[config.mk]
export PLATFORM = sky130hd
export DESIGN_NAME = adc_zero_cal_ctrl
export DESIGN_NICKNAME = d
export VERILOG_FILES = /design/src/rtl/adc_zero_cal_ctrl.sv
export SDC_FILE = /design/constraint.sdc
export NUM_CORES = 1
export LEC_CHECK = 0
export CORE_ASPECT_RATIO = 1.5
export CORE_UTILIZATION = 50
export CTS_BUF_LIST = sky130_fd_sc_hd__clkbuf_4 sky130_fd_sc_hd__clkbuf_8
export DETAILED_ROUTE_END_ITERATION = 10
export GPL_TIMING_DRIVEN = 0
export PLACE_DENSITY = 0.75
export SLEW_MARGIN = 5
export SYNTH_ARGS = -nofsm -noshare
export SYNTH_HDL_FRONTEND = slang
export SYNTH_SLANG_ARGS = --single-unit
[constraint.sdc]
create_clock -name clk -period 4.78 [get_ports clk]
set_input_delay 0.956 -clock clk [delete_from_list [all_inputs] [get_ports clk]]
set_output_delay 0.956 -clock clk [all_outputs]
set_load 0.05 [all_outputs]
[src/rtl/adc_zero_cal_ctrl.sv]
// ADC zero-level calibration controller. It stops the modulation path, lets the
// pipeline drain, then averages 2^k samples of one channel and commits the mean.
module adc_zero_cal_ctrl #(
  parameter int ADC_WIDTH    = 12,
  parameter int DRAIN_CYCLES = 4,
  parameter int TIMEOUT      = 65535
) (
  input  logic                 clk,
  input  logic                 rst,
  input  logic                 run_en,
  input  logic                 cal_start,
  input  logic                 cal_abort,
  input  logic [1:0]           cal_ch,
  input  logic [3:0]           cal_len_log2,
  input  logic                 adc_valid,
  input  logic [ADC_WIDTH-1:0] adc_data_1,
  input  logic [ADC_WIDTH-1:0] adc_data_2,
  output logic                 adc_en,
  output logic                 param_wen,
  output logic [31:0]          zero_cal,
  output logic                 cal_busy,
  output logic                 cal_done,
  output logic                 cal_err
);

  localparam int ACC_W = ADC_WIDTH + 12;
  localparam int CNT_W = 13;
  localparam int DRN_W = $clog2(DRAIN_CYCLES + 2);
  localparam int WD_W  = $clog2(TIMEOUT + 2);
  localparam logic [3:0] K_MAX = 4'd12;

  typedef enum logic [2:0] {IDLE, DRAIN, ACCUM, AVG, COMMIT} state_t;

  state_t               state;
  state_t               next_state;
  logic                 ch2_q;
  logic [3:0]           k_q;
  logic [DRN_W-1:0]     drain_cnt;
  logic [CNT_W-1:0]     sample_cnt;
  logic [WD_W-1:0]      wd_cnt;
  logic                 pend;
  logic [ADC_WIDTH-1:0] pend_data;
  logic [ACC_W-1:0]     acc;

  logic                 ch_ok;
  logic [3:0]           k_in;
  logic [CNT_W-1:0]     n_target;
  logic                 all_taken;
  logic                 capture;
  logic                 clr;
  logic                 commit_next;
  logic                 err_next;

  assign ch_ok     = (cal_ch == 2'd1) || (cal_ch == 2'd2);
  assign k_in      = (cal_len_log2 > K_MAX) ? K_MAX : cal_len_log2;
  assign n_target  = CNT_W'(1) << k_q;
  assign all_taken = (sample_cnt == n_target);

  // Samples are registered into pend/pend_data and summed one cycle later, so
  // the N-th sample leaves ACCUM one cycle after it is captured.
  always_comb begin
    // NOTE: every output of this block is defaulted first so no path infers a latch.
    next_state  = state;
    capture     = 1'b0;
    clr         = 1'b0;
    commit_next = 1'b0;
    err_next    = 1'b0;
    unique case (state)
      IDLE: begin
        if (cal_start) begin
          if (ch_ok) begin
            next_state = DRAIN;
            clr        = 1'b1;
          end else begin
            err_next = 1'b1;
          end
        end
      end
      DRAIN: begin
        if (cal_abort) begin
          next_state = IDLE;
          err_next   = 1'b1;
        end else if (drain_cnt == DRN_W'(DRAIN_CYCLES - 1)) begin
          next_state = ACCUM;
        end
      end
      ACCUM: begin
        if (cal_abort) begin
          next_state = IDLE;
          err_next   = 1'b1;
        end else begin
          capture = adc_valid && !all_taken;
          if (pend && all_taken) begin
            next_state = AVG;
          end else if (!capture && (wd_cnt == WD_W'(TIMEOUT - 1))) begin
            next_state = IDLE;
            err_next   = 1'b1;
          end
        end
      end
      AVG: begin
        if (cal_abort) begin
          next_state = IDLE;
          err_next   = 1'b1;
        end else begin
          next_state  = COMMIT;
          commit_next = 1'b1;
        end
      end
      COMMIT: next_state = IDLE;
      default: next_state = IDLE;
    endcase
  end

  // Outputs are registered from next-state decisions so each strobe lines up
  // with the state it belongs to.
  always_ff @(posedge clk) begin
    // NOTE: sequential state uses non-blocking assignments so all flops update together.
    if (rst) begin
      state      <= IDLE;
      adc_en     <= 1'b0;
      param_wen  <= 1'b0;
      zero_cal   <= '0;
      cal_busy   <= 1'b0;
      cal_done   <= 1'b0;
      cal_err    <= 1'b0;
      ch2_q      <= 1'b0;
      k_q        <= '0;
      drain_cnt  <= '0;
      sample_cnt <= '0;
      wd_cnt     <= '0;
      pend       <= 1'b0;
      pend_data  <= '0;
      acc        <= '0;
    end else begin
      state     <= next_state;
      cal_busy  <= (next_state != IDLE);
      adc_en    <= (next_state == IDLE) && run_en;
      param_wen <= commit_next;
      cal_done  <= commit_next;
      cal_err   <= err_next;
      if (commit_next) zero_cal <= 32'(acc >> k_q);

      pend <= capture;
      if (capture) pend_data <= ch2_q ? adc_data_2 : adc_data_1;

      if (clr) begin
        ch2_q      <= (cal_ch == 2'd2);
        k_q        <= k_in;
        drain_cnt  <= '0;
        sample_cnt <= '0;
        wd_cnt     <= '0;
        acc        <= '0;
      end else begin
        if (state == DRAIN) drain_cnt <= drain_cnt + DRN_W'(1);
        if (capture) sample_cnt <= sample_cnt + CNT_W'(1);
        if (pend) acc <= acc + ACC_W'(pend_data);
        if (capture) begin
          wd_cnt <= '0;
        end else if (state == ACCUM) begin
          wd_cnt <= wd_cnt + WD_W'(1);
        end
      end
    end
  end

  // Commit strobe integrity; synthesis ignores these.
  assert property (@(posedge clk) disable iff (rst) param_wen |-> state == COMMIT);
  assert property (@(posedge clk) disable iff (rst) param_wen |=> !param_wen);
  assert property (@(posedge clk) disable iff (rst) cal_busy == (state != IDLE));

endmodule

# ---- Word-level counts from Yosys, hierarchy flattened
# Index checks and enable logic that the tools add are counted.
dict set report totals {
  ff_bits 114
  ram_bits 0
  in_bits 36
  out_inout_bits 37
  latch_bits 0
  memories 0
  rom_bits 0
}
dict set report op_classes {
  shifts 2
  n_lt_le_gt_ge 1
  div 0
  addsub 4
  mul 0
  eq_ne 8
  n_mux 25
  bitwise_logic 0
  n_reduce_logical 13
}
# op count
set op_table {}
lappend op_table {{24-bit by 4-bit right shift with 32-bit output} 1}
lappend op_table {{24-bit by 12-bit adder with 24-bit output} 1}
lappend op_table {{3-bit 2-to-1 mux} 8}
lappend op_table {{17-bit by 1-bit adder with 17-bit output (second input constant)} 1}
lappend op_table {{17-bit by 16-bit == test with 1-bit output (second input constant)} 1}
lappend op_table {{13-bit by 1-bit adder with 13-bit output (second input constant)} 1}
lappend op_table {{13-bit == test} 1}
lappend op_table {{1-bit 2-to-1 mux} 13}
lappend op_table {{1-bit by 4-bit left shift with 13-bit output (first input constant)} 1}
lappend op_table {{12-bit 2-to-1 mux} 1}
lappend op_table {{3-bit one-hot mux with 4 select lines} 1}
lappend op_table {{3-bit by 2-bit == test with 1-bit output (second input constant)} 3}
lappend op_table {{3-bit zero test} 2}
lappend op_table {{4-bit > comparator (second input constant)} 1}
lappend op_table {{1-bit logical AND} 4}
lappend op_table {{4-bit 2-to-1 mux} 1}
lappend op_table {{2-bit OR reduction} 2}
lappend op_table {{3-bit by 1-bit adder with 3-bit output (second input constant)} 1}
lappend op_table {{3-bit by 1-bit == test with 1-bit output (second input constant)} 1}
lappend op_table {{1-bit one-hot mux with 3 select lines} 1}
lappend op_table {{3-bit nonzero test} 1}
lappend op_table {{3-bit OR reduction} 1}
lappend op_table {{2-bit by 1-bit == test with 1-bit output (second input constant)} 1}
lappend op_table {{2-bit == test (second input constant)} 1}
lappend op_table {{2 further kinds} 3}

# ---- Longest topological paths before layout
# Gate-level depths: netlist of the first run.
dict set report depth {
  ltp_word 12
  depth_mapped 11
  depth_no_buf 10
}

# ---- Worst setup path after synthesis of the first run
# Ideal clock, no wire load.
dict set report synth_timing {
  path_type {input to register}
  start {in cal_abort}
  end {reg sample_cnt[12]}
  n_path_buf 1
  slack_ns 2.261
  required_ns 4.652
  stages 7
  t_arrival_ns 2.391
  path_cell_list {nor4b_2 > and2_1 > buf_2 > nand4_1 > or4_1 > xor2_1 > nor2_1}
}
dict set report synth_via {
  elab_chain_len 2
}
# element line
set synth_rtl {}
lappend synth_rtl {{start, declared} 12} ;# input logic cal_abort,
lappend synth_rtl {{1-bit 2-to-1 mux} 88} ;# if (cal_abort) begin
lappend synth_rtl {{1-bit 2-to-1 mux} 68} ;# unique case (state)
lappend synth_rtl {{end signal, assigned} 156} ;# if (capture) sample_cnt <= sample_cnt + CNT_W'(1);
lappend synth_rtl {{end, declared} 39} ;# logic [CNT_W-1:0] sample_cnt;
# No other way between the ends.
# A chain may end at the register's enable or synchronous reset.

# ---- Worst setup path after layout of the first run
dict set report layout_timing {
  start {in cal_ch[0]}
  end {reg acc[18]}
}
dict set report layout_via {
  elab_chain_len 6
  elab_cells_between_ends 7
  cone_classes {2 x eq/ne; 3 x mux; 2 x reduce/logical}
}
# element line
set layout_rtl {}
lappend layout_rtl {{start, declared} 13} ;# input logic [1:0] cal_ch,
lappend layout_rtl {{2-bit by 1-bit == test with 1-bit output / 2-bit == test (equally long branches)} 54} ;# assign ch_ok = (cal_ch == 2'd1) || (cal_ch == 2'd2);
lappend layout_rtl {{1-bit logical OR (*)} 54}
lappend layout_rtl {{1-bit 2-to-1 mux (*)} 71} ;# if (ch_ok) begin
lappend layout_rtl {{1-bit 2-to-1 mux (*)} 70} ;# if (cal_start) begin
lappend layout_rtl {{1-bit 2-to-1 mux (*)} 68}
lappend layout_rtl {{2-bit OR reduction (no line) (*)} --}
lappend layout_rtl {{end signal, assigned} 157} ;# if (pend) acc <= acc + ACC_W'(pend_data);
lappend layout_rtl {{end, declared} 43} ;# logic [ACC_W-1:0] acc;
# Every way passes the cells marked *; elsewhere a longest branch is shown, timed or not.

==> results of run 1 <==
-- layout by cell type, fill, tap and decap left out, types with 9 or more instances in the layout --
cell type and count:
dfxtp_1 106, nor2_1 94, nand2_1 72, clkdlybuf4s50_1 64, a21oi_1 56, mux2i_1 39, xor2_1 28, o21ai_0 24
clkbuf_1 22, nand3_1 21, ha_1 18, o211ai_1 16, inv_1 16, xnor2_1 14, nor3_1 13, a311oi_1 13
a211oi_1 12, mux4_2 12, buf_1 10, nand2b_1 10, buf_4 10, nand4_1 9, buf_2 9, clkbuf_8 9
-- final cells by class --
| cell class | instances | area [µm²] |
|---|---|---|
| buffer | 57 | 317 |
| clock buffer | 9 | 124 |
| clock inverter | 7 | 78.8 |
| fill | 1083 | 4750 |
| inverter | 17 | 63.8 |
| multi-input combinational | 564 | 3790 |
| sequential | 106 | 2120 |
| tap | 153 | 191 |
| timing repair buffer | 64 | 641 |
-- state kept, by name, indices dropped and copies added, names as in the netlist --
| signal | cells |
|---|---|
| state | 3 |
| cal_busy | 1 |
| pend | 1 |
| acc | 24 |
| adc_en | 1 |
| drain_cnt | 3 |
| ch2_q | 1 |
| cal_err | 1 |
| sample_cnt | 13 |
| zero_cal | 24 |
| k_q | 4 |
| pend_data | 12 |
| wd_cnt | 17 |
| cal_done | 1 |
-- power groups by stage --
stage	Sequential [W]	Clock [W]	Combinational [W]
CTS	0.000893	0.000587	0.000220
global route	0.000894	0.000620	0.000238
global placement	0.000912	0	0.000215
finish	0.000893	0.000585	0.000221
detailed placement	0.000913	0	0.000219
floorplan	0.000918	0	0.000141
-- cells by family (layout without fill, tap and decap cells) --
group / count (synthesis) / in the layout / synth area share, %
xor gates and xnor gates: 42 / 42 / 5.87
DFF: 106 / 106 / 33.9
buffers and inverters: 74 / 154 / 6.07
other: 1 / 8 / 0.0598
and+or+nand+nor: 267 / 267 / 20.3
adders and majority gates: 19 / 19 / 3.91
muxes: 59 / 59 / 12.0
AOI/OAI and AO/OA: 169 / 169 / 17.9
-- worst paths after layout --
check | from | endpoint | slack [ns] | cells past startpoint
max | cal_ch[0] | acc[18]$_SDFFE_PP0P_ | 1.53 | 9
min | zero_cal[8]$_SDFFE_PP0P_ | zero_cal[8]$_SDFFE_PP0P_ | 0.46 | 2
max reg2reg | k_q[2]$_SDFFE_PP0P_ | pend_data[11]$_SDFFE_PP0P_ | 2.14 | 10
min reg2reg | zero_cal[8]$_SDFFE_PP0P_ | zero_cal[8]$_SDFFE_PP0P_ | 0.46 | 2
-- layer usage --
metal / vias to the layer above / GRT usage, %
met1: 2625 / 29.2
met5: - / 0
met4: 0 / 11.2
li1: 2796 / -
met3: 41 / 4.17
met2: 196 / 47.3
-- per-stage QoR --
stage	setup WS [ns]	cell area (µm²)	util, %	cells
5_1_grt	1.36	7330	60.7	977
4_1_cts	1.56	7330	60.7	977
2_1_floorplan	2.26	6290	-	744
3_3_place_gp	1.20	7130	59.0	961
3_5_place_dp	1.13	7130	59.0	961
6_report	1.53	7330	60.7	977
-- worst max-delay path: cells and delay by family --
family / cells / cell delay (ns)
buffers and inverters: 4 / 1.49
and+or+nand+nor: 4 / 0.76
adders and majority gates: 1 / 0.31
==> flow_metrics.tcl, run 1 <==
set metrics [dict create \
    synthTopCellsByArea "dfxtp_1, mux2i_1, nor2_1" \
    vdd_drop_max_mv 0.175 \
    crit_path_cell_trace "clkdlybuf4s50_1 -> inv_1 -> ha_1 -> nor2_1 -> nand3_1 -> nand2b_1 -> clkbuf_1 -> buf_1 -> nor2_1" \
    routed.top_layer "met4" \
    cp-start-kind "input port" \
    cts_buffer_depth 2 \
    antenna_found_initial 0 \
    switching_share_pct 30.0 \
    io_buffers 64 \
    fp.dieH_um 139 \
    diodes 0 \
    slew_headroom_pct 52.3 \
    drtIter0Drc 331 \
    cap_violations 0 \
    cp-end-kind "flop" \
    core_area_um2 12100 \
    p_leak_nw 2.62 \
    worst_pin_slew_ns 0.715 \
    drtAntennaViolNets 0 \
    synth_flop_cell "dfxtp_1" \
    grt_max_degree 22 \
    wl_met2_um 8610 \
    p_switching_w 0.000509 \
    hold_ws_ns 0.457 \
    die_x_um 93.4 \
    grt_first_pass_wirelength_um 26800 \
    cts.reportedPaths.clkPinSlew_ns 0.12 \
    cts.sinks 106 \
    via_per_inst 5.79 \
    cts_hold_buf 0 \
    synth-seq-cells 106 \
    die-area_um2 13000 \
    htree_levels 3 \
    dp_hpwl_um 12800 \
    intPower_w 0.00119 \
    hold_path_class "reg -> reg" \
    synthArstFlopShare_pct 0 \
    timing.fmax_mhz 307 \
    hold_viol_final 0 \
    cp_data_arrival_time_ns 3.52 \
    status "complete, no violations" \
    cts_root_buffer "clkbuf_8" \
    netlist_instances 737 \
    start_util_pct 51.9 \
    synth_edf_count 0 \
    timing.critical_path.mode_cell "nor2_1" \
    power_frac_seq_pct 52.6 \
    grt_pass1_vias 5523 \
    ctsResizeCount 0 \
    num_rows 49 \
    grt_usage_pct 26.0 \
    setup_viol 0 \
    fin_crit_sh_pct 68.0 \
    cts_tree "built" \
    wl_met3_um 722 \
    final_max_slew_viol_count 0 \
    avgSynthCellArea_um2 8.50 \
    syn2layout_area_growth_pct 16.9 \
    fin_setup_tns_ns 0 \
    cellPowerDensity_nw_per_um2 232 \
    drc 0 \
    crit_type "in -> reg" \
    synth_commonest_cells "dfxtp_1, nor2_1, nand2_1" \
    drt_wl_total_um 16100 \
    synthMostInstantiatedCell "dfxtp_1" \
    power_w 0.00170 \
    yosys_warnings 0 \
    synth_seq_area_share_pct 33.9 \
    combPwrFrac_pct 13.0 \
    postCtsSetupRepairBufs 0 \
    numCtsBuffers 9 \
    vias 5658 \
    place.gp.congestion 0.935 \
    slowest_stage "buf_1" \
    clkPwrFrac_pct 34.4 \
    critPathMaxStageDelay_ns 0.53 \
    period_needed_ns 3.25 \
    yosysTopAreaCellShare_pct 33.9 \
    wl_per_cell_um 16.5 \
    drt_first_pass_iters 5 \
    fin_nets 874 \
    drive_gt1_share_pct 8.62 \
    synth_top_area_cell "dfxtp_1" \
    detail_route.wirelength.met1_um 6250 \
    grt_overflow_total 0 \
    synth_cell_type_count 68 \
    insertion_delay_ns 0.40 \
    io_pins 73 \
    worstPathMaxFanout 10 \
    rsz0062_at_grt "no" \
    netlist_area_um2 6270 \
    skew_ns 0.0134 \
    crit_required_ns 5.05 \
]
Power figures use the tool's default switching activity.
==> run 2, diff against run 1 <==
==> constraint.sdc (replaced) <==
create_clock -name clk -period 3.3 [get_ports clk]
set_input_delay 0.66 -clock clk [delete_from_list [all_inputs] [get_ports clk]]
set_output_delay 0.66 -clock clk [all_outputs]
set_load 0.05 [all_outputs]
==> results of run 2 <==
Same layout as run 1 (identical final DEF). Status: complete, no violations.
Among the figures that moved: setup slack after placement 1.13 ns -> -0.0513 ns; setup slack after layout 1.53 ns -> 0.344 ns; register-to-register setup slack 2.14 ns -> 0.66 ns; total power 0.00170 W -> 0.00246 W; worst IR drop on VDD 0.175 mV -> 0.253 mV
==> run 3, diff against run 2 <==
--- a/config.mk
+++ b/config.mk
@@ -5,12 +5,15 @@
 export SDC_FILE = /design/constraint.sdc
 export NUM_CORES = 1
 export LEC_CHECK = 0
+export ABC_AREA = 1
 export CORE_ASPECT_RATIO = 1.5
 export CORE_UTILIZATION = 50
 export CTS_BUF_LIST = sky130_fd_sc_hd__clkbuf_4 sky130_fd_sc_hd__clkbuf_8
 export DETAILED_ROUTE_END_ITERATION = 10
 export GPL_TIMING_DRIVEN = 0
-export PLACE_DENSITY = 0.75
+export MAX_ROUTING_LAYER = met4
+export PLACE_DENSITY = 0.76
+export SKIP_CTS_REPAIR_TIMING = 1
 export SLEW_MARGIN = 5
 export SYNTH_ARGS = -nofsm -noshare
 export SYNTH_HDL_FRONTEND = slang
==> run 3 against run 2 <==
  * Maximum frequency decreased by 2.4%
  * Sequential power about the same
  * First-iteration DRC count decreased by 5.7%
  * Area after synthesis decreased by 2.1%
  * Global-route usage increased by 3.1 points
  * Routed wire length increased by 9.7%
  * Sequential cell count unchanged
  * Critical path type unchanged
  * Critical endpoint is now k_q[1]$_SDFFE_PP0P_
  * Largest power group unchanged
==> flow_metrics.tcl, run 3 <==
set metrics [dict create \
    status "complete, no violations" \
    synth-seq-cells 106 \
    top_regs "acc (24), zero_cal (24), wd_cnt (17)" \
    cap_violations 0 \
    p_leak_nw 2.83 \
    io_buffers 63 \
    place_ws_ns -0.0954 \
    drtAntennaViolNets 0 \
    htree_levels 3 \
    synth_edf_count 0 \
    dp_hpwl_um 13800 \
    critPathMaxStageDelay_ns 0.61 \
    synthMostInstantiatedCell "nand2_1" \
    synthArstFlopShare_pct 0 \
    place.gp.congestion 0.976 \
    drt_wl_total_um 17700 \
    final_common_cell "nand2_1" \
    cts_tree "built" \
    drtIter0Drc 312 \
    grt_usage_pct 29.1 \
    cts_buffer_depth 2 \
    avgSynthCellArea_um2 6.62 \
    worstPathMaxFanout 10 \
    fin_crit_sh_pct 91.8 \
    grt_pass1_vias 5917 \
    vdd_drop_max_mv 0.198 \
    via_per_inst 5.46 \
    syn2layout_area_growth_pct 16.8 \
    cts_root_buffer "clkbuf_8" \
    drc 0 \
    netlist_area_um2 6140 \
    worst_pin_slew_ns 0.825 \
    grt_max_degree 20 \
    io_pins 73 \
    skew_ns 0.0203 \
    drt_first_pass_iters 5 \
    netlist_instances 927 \
    cellPowerDensity_nw_per_um2 331 \
    grt_first_pass_wirelength_um 27800 \
    synthXorXnorAreaFrac_pct 2.85 \
    period_needed_ns 3.03 \
    synth_flop_cell "dfxtp_1" \
    fp.dieH_um 138 \
    synth_seq_area_share_pct 34.6 \
    timing.fmax_mhz 330 \
    core_area_um2 12000 \
    synth_compound_area_share_pct 18.7 \
    synth-simple-area-share_pct 28.5 \
    setup_viol 0 \
    vias 6367 \
    num_rows 49 \
    hold_viol_final 0 \
    hold_path_class "reg -> reg" \
    crit_family "buffers and inverters" \
    wl_per_cell_um 15.2 \
    power_w 0.00237 \
    rsz0062_at_grt "no" \
    antenna_found_initial 0 \
    mostFrequentLayoutCells "nand2_1, dfxtp_1, o21ai_0" \
    drive_gt1_share_pct 5.23 \
    synthTopCellsByArea "dfxtp_1, nand2_1, o21ai_0" \
    diodes 0 \
    timing.critical_path.mode_cell "inv_1" \
    yosys_warnings 0 \
    cts.reportedPaths.clkPinSlew_ns 0.12 \
    grt_overflow_total 0 \
    yosysTopAreaCellShare_pct 34.6 \
    die_x_um 92.5 \
    synth.mux.area_fraction_pct 1.79 \
    cp-start-kind "input port" \
    insertion_delay_ns 0.40 \
    synth_commonest_cells "nand2_1, dfxtp_1, o21ai_0" \
    synth_top_area_cell "dfxtp_1" \
    crit_path_cell_trace "clkdlybuf4s50_1 -> inv_1 -> ha_1 -> nor3_1 -> nor2_1 -> inv_1 -> clkbuf_1 -> o21ai_0" \
    start_util_pct 51.3 \
    synth_top_family_by_area "simple AND/OR/NAND/NOR gates" \
    fin_nets 1063 \
    cp_data_arrival_time_ns 3.29 \
    die-area_um2 12700 \
    synth_cell_type_count 43 \
    slew_headroom_pct 44.6 \
    cp-end-kind "flop" \
    slowest_stage "nor3_1" \
    setup_ws_ns 0.270 \
    final_max_slew_viol_count 0 \
    numCtsBuffers 9 \
    fin_setup_tns_ns 0 \
    crit_required_ns 3.56 \
    cts.sinks 106 \
    critPathBufInv 4 \
    synth-adder-area-share_pct 4.00 \
    crit_type "in -> reg" \
]
==> run 3: cell types whose count changed in the layout (fill, tap and decap cells not counted), moves of 23 or more <==
| cell | delta |
|---|---|
| a21oi_1 | +23 |
| inv_1 | +74 |
| mux2i_1 | -28 |
| nand2_1 | +166 |
| nand3_1 | +25 |
| o21ai_0 | +73 |
==> run 3: through the flow <==
stage                     instance area (µm²)  hold WS (ns)  cells  util, %
final                                    7170         0.478   1166     60.0
after global routing                     7170         0.499   1166     60.0
after CTS                                7170         0.475   1166     60.0
after detailed placement                 6980         0.458   1150     58.4
after global placement                   6980         0.449   1150     58.4
after floorplan                          6160         0.441    934        -
==> run 3: kinds of logic (layout without fill, tap and decap cells) <==
group                      after synthesis  in the layout
and+or+nand+nor                        417            417
AOI/OAI and AO/OA                      214            214
buffers and inverters                  139            218
DFF                                    106            106
xor gates and xnor gates                20             20
adders and majority gates               19             19
muxes                                   11             11
other                                    1              8
==> run 3: layout make-up <==
cell class              instances  area [µm²]
repair buffers                 63         631
clock buffers                   9         124
fillers                      1185        4790
clock inverters                 7        61.3
plain buffers                  45         226
multi-input cells             689        3460
inverters                      94         353
well taps                     153         191
flip-flops and latches        106        2120
==> run 3: where the power goes <==
part | total [W] | switching [W] | leakage, nW | internal, W
Sequential | 0.00129 | 0.00000588 | 0.855 | 0.00129
Combinational | 0.000288 | 0.000192 | 1.88 | 0.0000955
Clock | 0.000789 | 0.000500 | 0.0936 | 0.000289
Total | 0.00237 | 0.000698 | 2.83 | 0.00167
==> run 3: worst register-to-register path: stages, from the launching register on <==
cell      delay [ns]
dfxtp_1         0.36
nor2_1          0.13
nand2_1         0.08
nor3_1          0.57
nor2_1          0.28
inv_1           0.18
clkbuf_1        0.59
o21ai_0         0.17
==> run 3: final timing paths <==
path | startpoint | end | slack (ns) | cells after the start
setup / recovery | cal_ch[0] | k_q[1]$_SDFFE_PP0P_ | 0.27 | 8
hold / removal | zero_cal[18]$_SDFFE_PP0P_ | zero_cal[18]$_SDFFE_PP0P_ | 0.48 | 2
hold reg to reg | zero_cal[18]$_SDFFE_PP0P_ | zero_cal[18]$_SDFFE_PP0P_ | 0.48 | 2
setup reg to reg | state[0]$_SDFF_PP0_ | k_q[1]$_SDFFE_PP0P_ | 0.82 | 7
==> run 3: routing by layer <==
metal | routed length [µm] | vias to the layer above | global-route usage [%]
li1 | - | 3212 | -
met1 | 6790 | 2897 | 29.1
met2 | 9330 | 192 | 54.4
met3 | 723 | 66 | 3.81
met4 | 823 | 0 | 15.4
met5 | 0 | - | -
==> edit: new RTL, config.mk and constraints of run 2 <==
Set the parameter `TIMEOUT` to 32767 (it was 65535).
--- a/src/rtl/adc_zero_cal_ctrl.sv
+++ b/src/rtl/adc_zero_cal_ctrl.sv
@@ -4,5 +4,5 @@
   parameter int ADC_WIDTH    = 12,
   parameter int DRAIN_CYCLES = 4,
-  parameter int TIMEOUT      = 65535
+  parameter int TIMEOUT      = 32767
 ) (
   input  logic                 clk,
Formal check against the unedited RTL: no difference found for any inputs over 10 cycles, from zero or initial values and one cycle with rst high; that may be too few to reach the edited logic, so the function may still have changed.
==> edit against run 2 <==
- clock skew fell by 4.3 ps
- total power rose by 0.66%
- via count rose by 2.8%
- first-iteration DRC count fell by 12%
- combinational power fell by 5%
- synthesized area rose by 1.1%
- routed wire length rose by 2.5%
- worst hold slack improved by 3.0 ps
- sequential cell count fell by 1
- worst setup slack got worse by 110 ps
- cell area rose by 1.2%
- highest routed layer unchanged
==> edit: results (changes against run 2) <==
| Metric | This run | Delta |
| --- | --- | --- |
| Outcome | complete, no violations |  |
| Antenna violations before repair | 0 | unchanged |
| Biggest registers after layout | acc x24, zero_cal x24, wd_cnt x16 |  |
| HPWL reported at the end of detailed placement | 12.9 mm | +0.78% |
| Clock-pin slew on the worst setup and hold paths | 100 ps | -20 ps |
| Fraction of layout cells with a size suffix above 1 | 10.0% | +1.4 points |
| Number of distinct library cells after synthesis | 75 | +10% |
| Via density per instance | 5.98 | +3.3% |
| Antenna cells | 0 | unchanged |
| Post-CTS Setup Repair Bufs | 0 | unchanged |
| Class of the most critical hold timing path | reg -> reg |  |
| Total number of nets in the final design | 866 | -0.92% |
| Sequential-to-total area share from yosys stat | 33.2% | -0.69 points |
| TritonCTS Buffers | 9 | unchanged |
| Root Buffer | sky130_fd_sc_hd__clkbuf_8 |  |
| Largest net degree at the start of global routing | 18 | -18% |
| Clock skew | 9.16 ps | -4.27 ps |
| Wire length of the first global-routing pass | 27.4 mm | +2.4% |
| Leak pwr | 2.51 nW | -4.2% |
| Post-DR wirelength/cell | 17.0 µm | +3.0% |
| Clk buf depth | 2 | unchanged |
| Maximum VDD drop | 227 µV | -10% |
| Count of port buffers added during placement | 64 | unchanged |
| PostCTS Resize Cnt | 0 | unchanged |
| Worst Setup Slack post-DPL | -129 ps | -78.1 ps |
| DRC violation total after the first TritonRoute iteration | 291 | -12% |
| GRT Overall Usage | 26.5% | +0.54 points |
| Synth area leaders | sky130_fd_sc_hd__dfxtp_1, sky130_fd_sc_hd__mux2i_1, sky130_fd_sc_hd__nor2_1 |  |
| Share of the synthesized area in compound gates (AO/OA/AOI/OAI) | 19.1% | +1.2 points |
| # H-tree levels | 3 | unchanged |
| Asr flop ratio synth | 0% | unchanged |
| GRT Residual Overflow | 0 | unchanged |
| Number of warnings reported in the yosys synthesis log | 0 | unchanged |
| Placement Cell Area | 7200 µm² | +1.0% |
| Worst slew margin relative to its limit | 39.0% | -13 points |
| Via count of the first global-routing pass | 5678 | +2.8% |
| Top fanout value on the critical path | 10 | unchanged |
| Mux contribution to synthesized area | 12.6% | +0.62 points |
| Final estimated routing congestion in global placement | 0.950 | +1.6% |
| 1st-pass router iterations | 5 | unchanged |
| Most frequent cells after synthesis | sky130_fd_sc_hd__dfxtp_1, sky130_fd_sc_hd__nor2_1, sky130_fd_sc_hd__nand2_1 |  |
| Fillers | 1094 | +1.0% |
| Adder-cell area share of the yosys netlist | 3.87% | -0.043 points |
| Clock latency at the later pin of the worst-skew pair | 390 ps |  |
| XOR/XNOR Fraction of Synth Area | 4.42% | -1.4 points |
==> edit: changes by cell type in the layout (fill, tap and decap cells not counted), moves of 5 or more <==
cell	before	now
sky130_fd_sc_hd__nand3_1	21	31
sky130_fd_sc_hd__nand4_1	9	14
sky130_fd_sc_hd__xor2_1	28	15
sky130_fd_sc_hd__a311oi_2	0	5
sky130_fd_sc_hd__mux2i_1	39	46
sky130_fd_sc_hd__nand2b_1	10	2
sky130_fd_sc_hd__nor2_1	94	76
sky130_fd_sc_hd__nand2_1	72	64
sky130_fd_sc_hd__a311oi_1	13	7
==> edit: final timing paths <==
path               startpoint     endpoint  slack (ps)  cells after the start
setup / recovery    cal_ch[0]      acc[19]         240                      9
hold / removal    zero_cal[9]  zero_cal[9]         460                      2
setup reg to reg       acc[1]      acc[17]         570                      8
hold reg to reg   zero_cal[9]  zero_cal[9]         460                      2
==> edit: kinds of logic after synthesis <==
| family | after synthesis |
|---|---|
| compound gates | 171 |
| xor+xnor | 32 |
| fa+ha+maj | 19 |
| buf+inv | 75 |
| flops | 105 |
| mux | 64 |
| other cells | 1 |
| simple gates | 262 |
==> edit: routing by layer <==
metal	up-vias	share of wire, %	GRT usage, %
li1	2821	-	-
met1	2769	39	29.6
met2	186	53	47.9
met3	41	4.3	4.59
met4	0	3.3	11.8
met5	-	0	0
==> edit: power breakdown <==
part | internal, mW | switching [mW] | leakage [nW]
logic | 0.120 | 0.183 | 1.56
clock network | 0.427 | 0.468 | 0.106
registers | 1.27 | 0.00405 | 0.847
==> edit: layout make-up <==
class | count | area [µm²] | share of cell area, %
Multi-Input combinational cell | 556 | 3880 | 52.3
Sequential cell | 105 | 2100 | 28.3
Timing Repair Buffer | 64 | 641 | 8.64
Buffer | 60 | 327 | 4.40
Tap cell | 156 | 195 | 2.63
Clock buffer | 9 | 124 | 1.67
Clock inverter | 7 | 93.8 | 1.27
Inverter | 15 | 56.3 | 0.759
==> edit: worst max-delay path, stage by stage <==
cell	delay (ps)
sky130_fd_sc_hd__clkdlybuf4s50_1	450
sky130_fd_sc_hd__inv_1	40
sky130_fd_sc_hd__ha_1	310
sky130_fd_sc_hd__nor2_1	120
sky130_fd_sc_hd__nand3_1	280
sky130_fd_sc_hd__nand2b_1	330
sky130_fd_sc_hd__clkbuf_1	420
sky130_fd_sc_hd__clkbuf_1	570
sky130_fd_sc_hd__a21oi_1	110
==> edit: per-stage QoR <==
| step | cells | total power [mW] |
|---|---|---|
| floorplan | 736 | 1.51 |
| global placement | 956 | 1.60 |
| detailed placement | 956 | 1.61 |
| CTS | 972 | 2.49 |
| global route | 972 | 2.56 |
| finish | 972 | 2.48 |
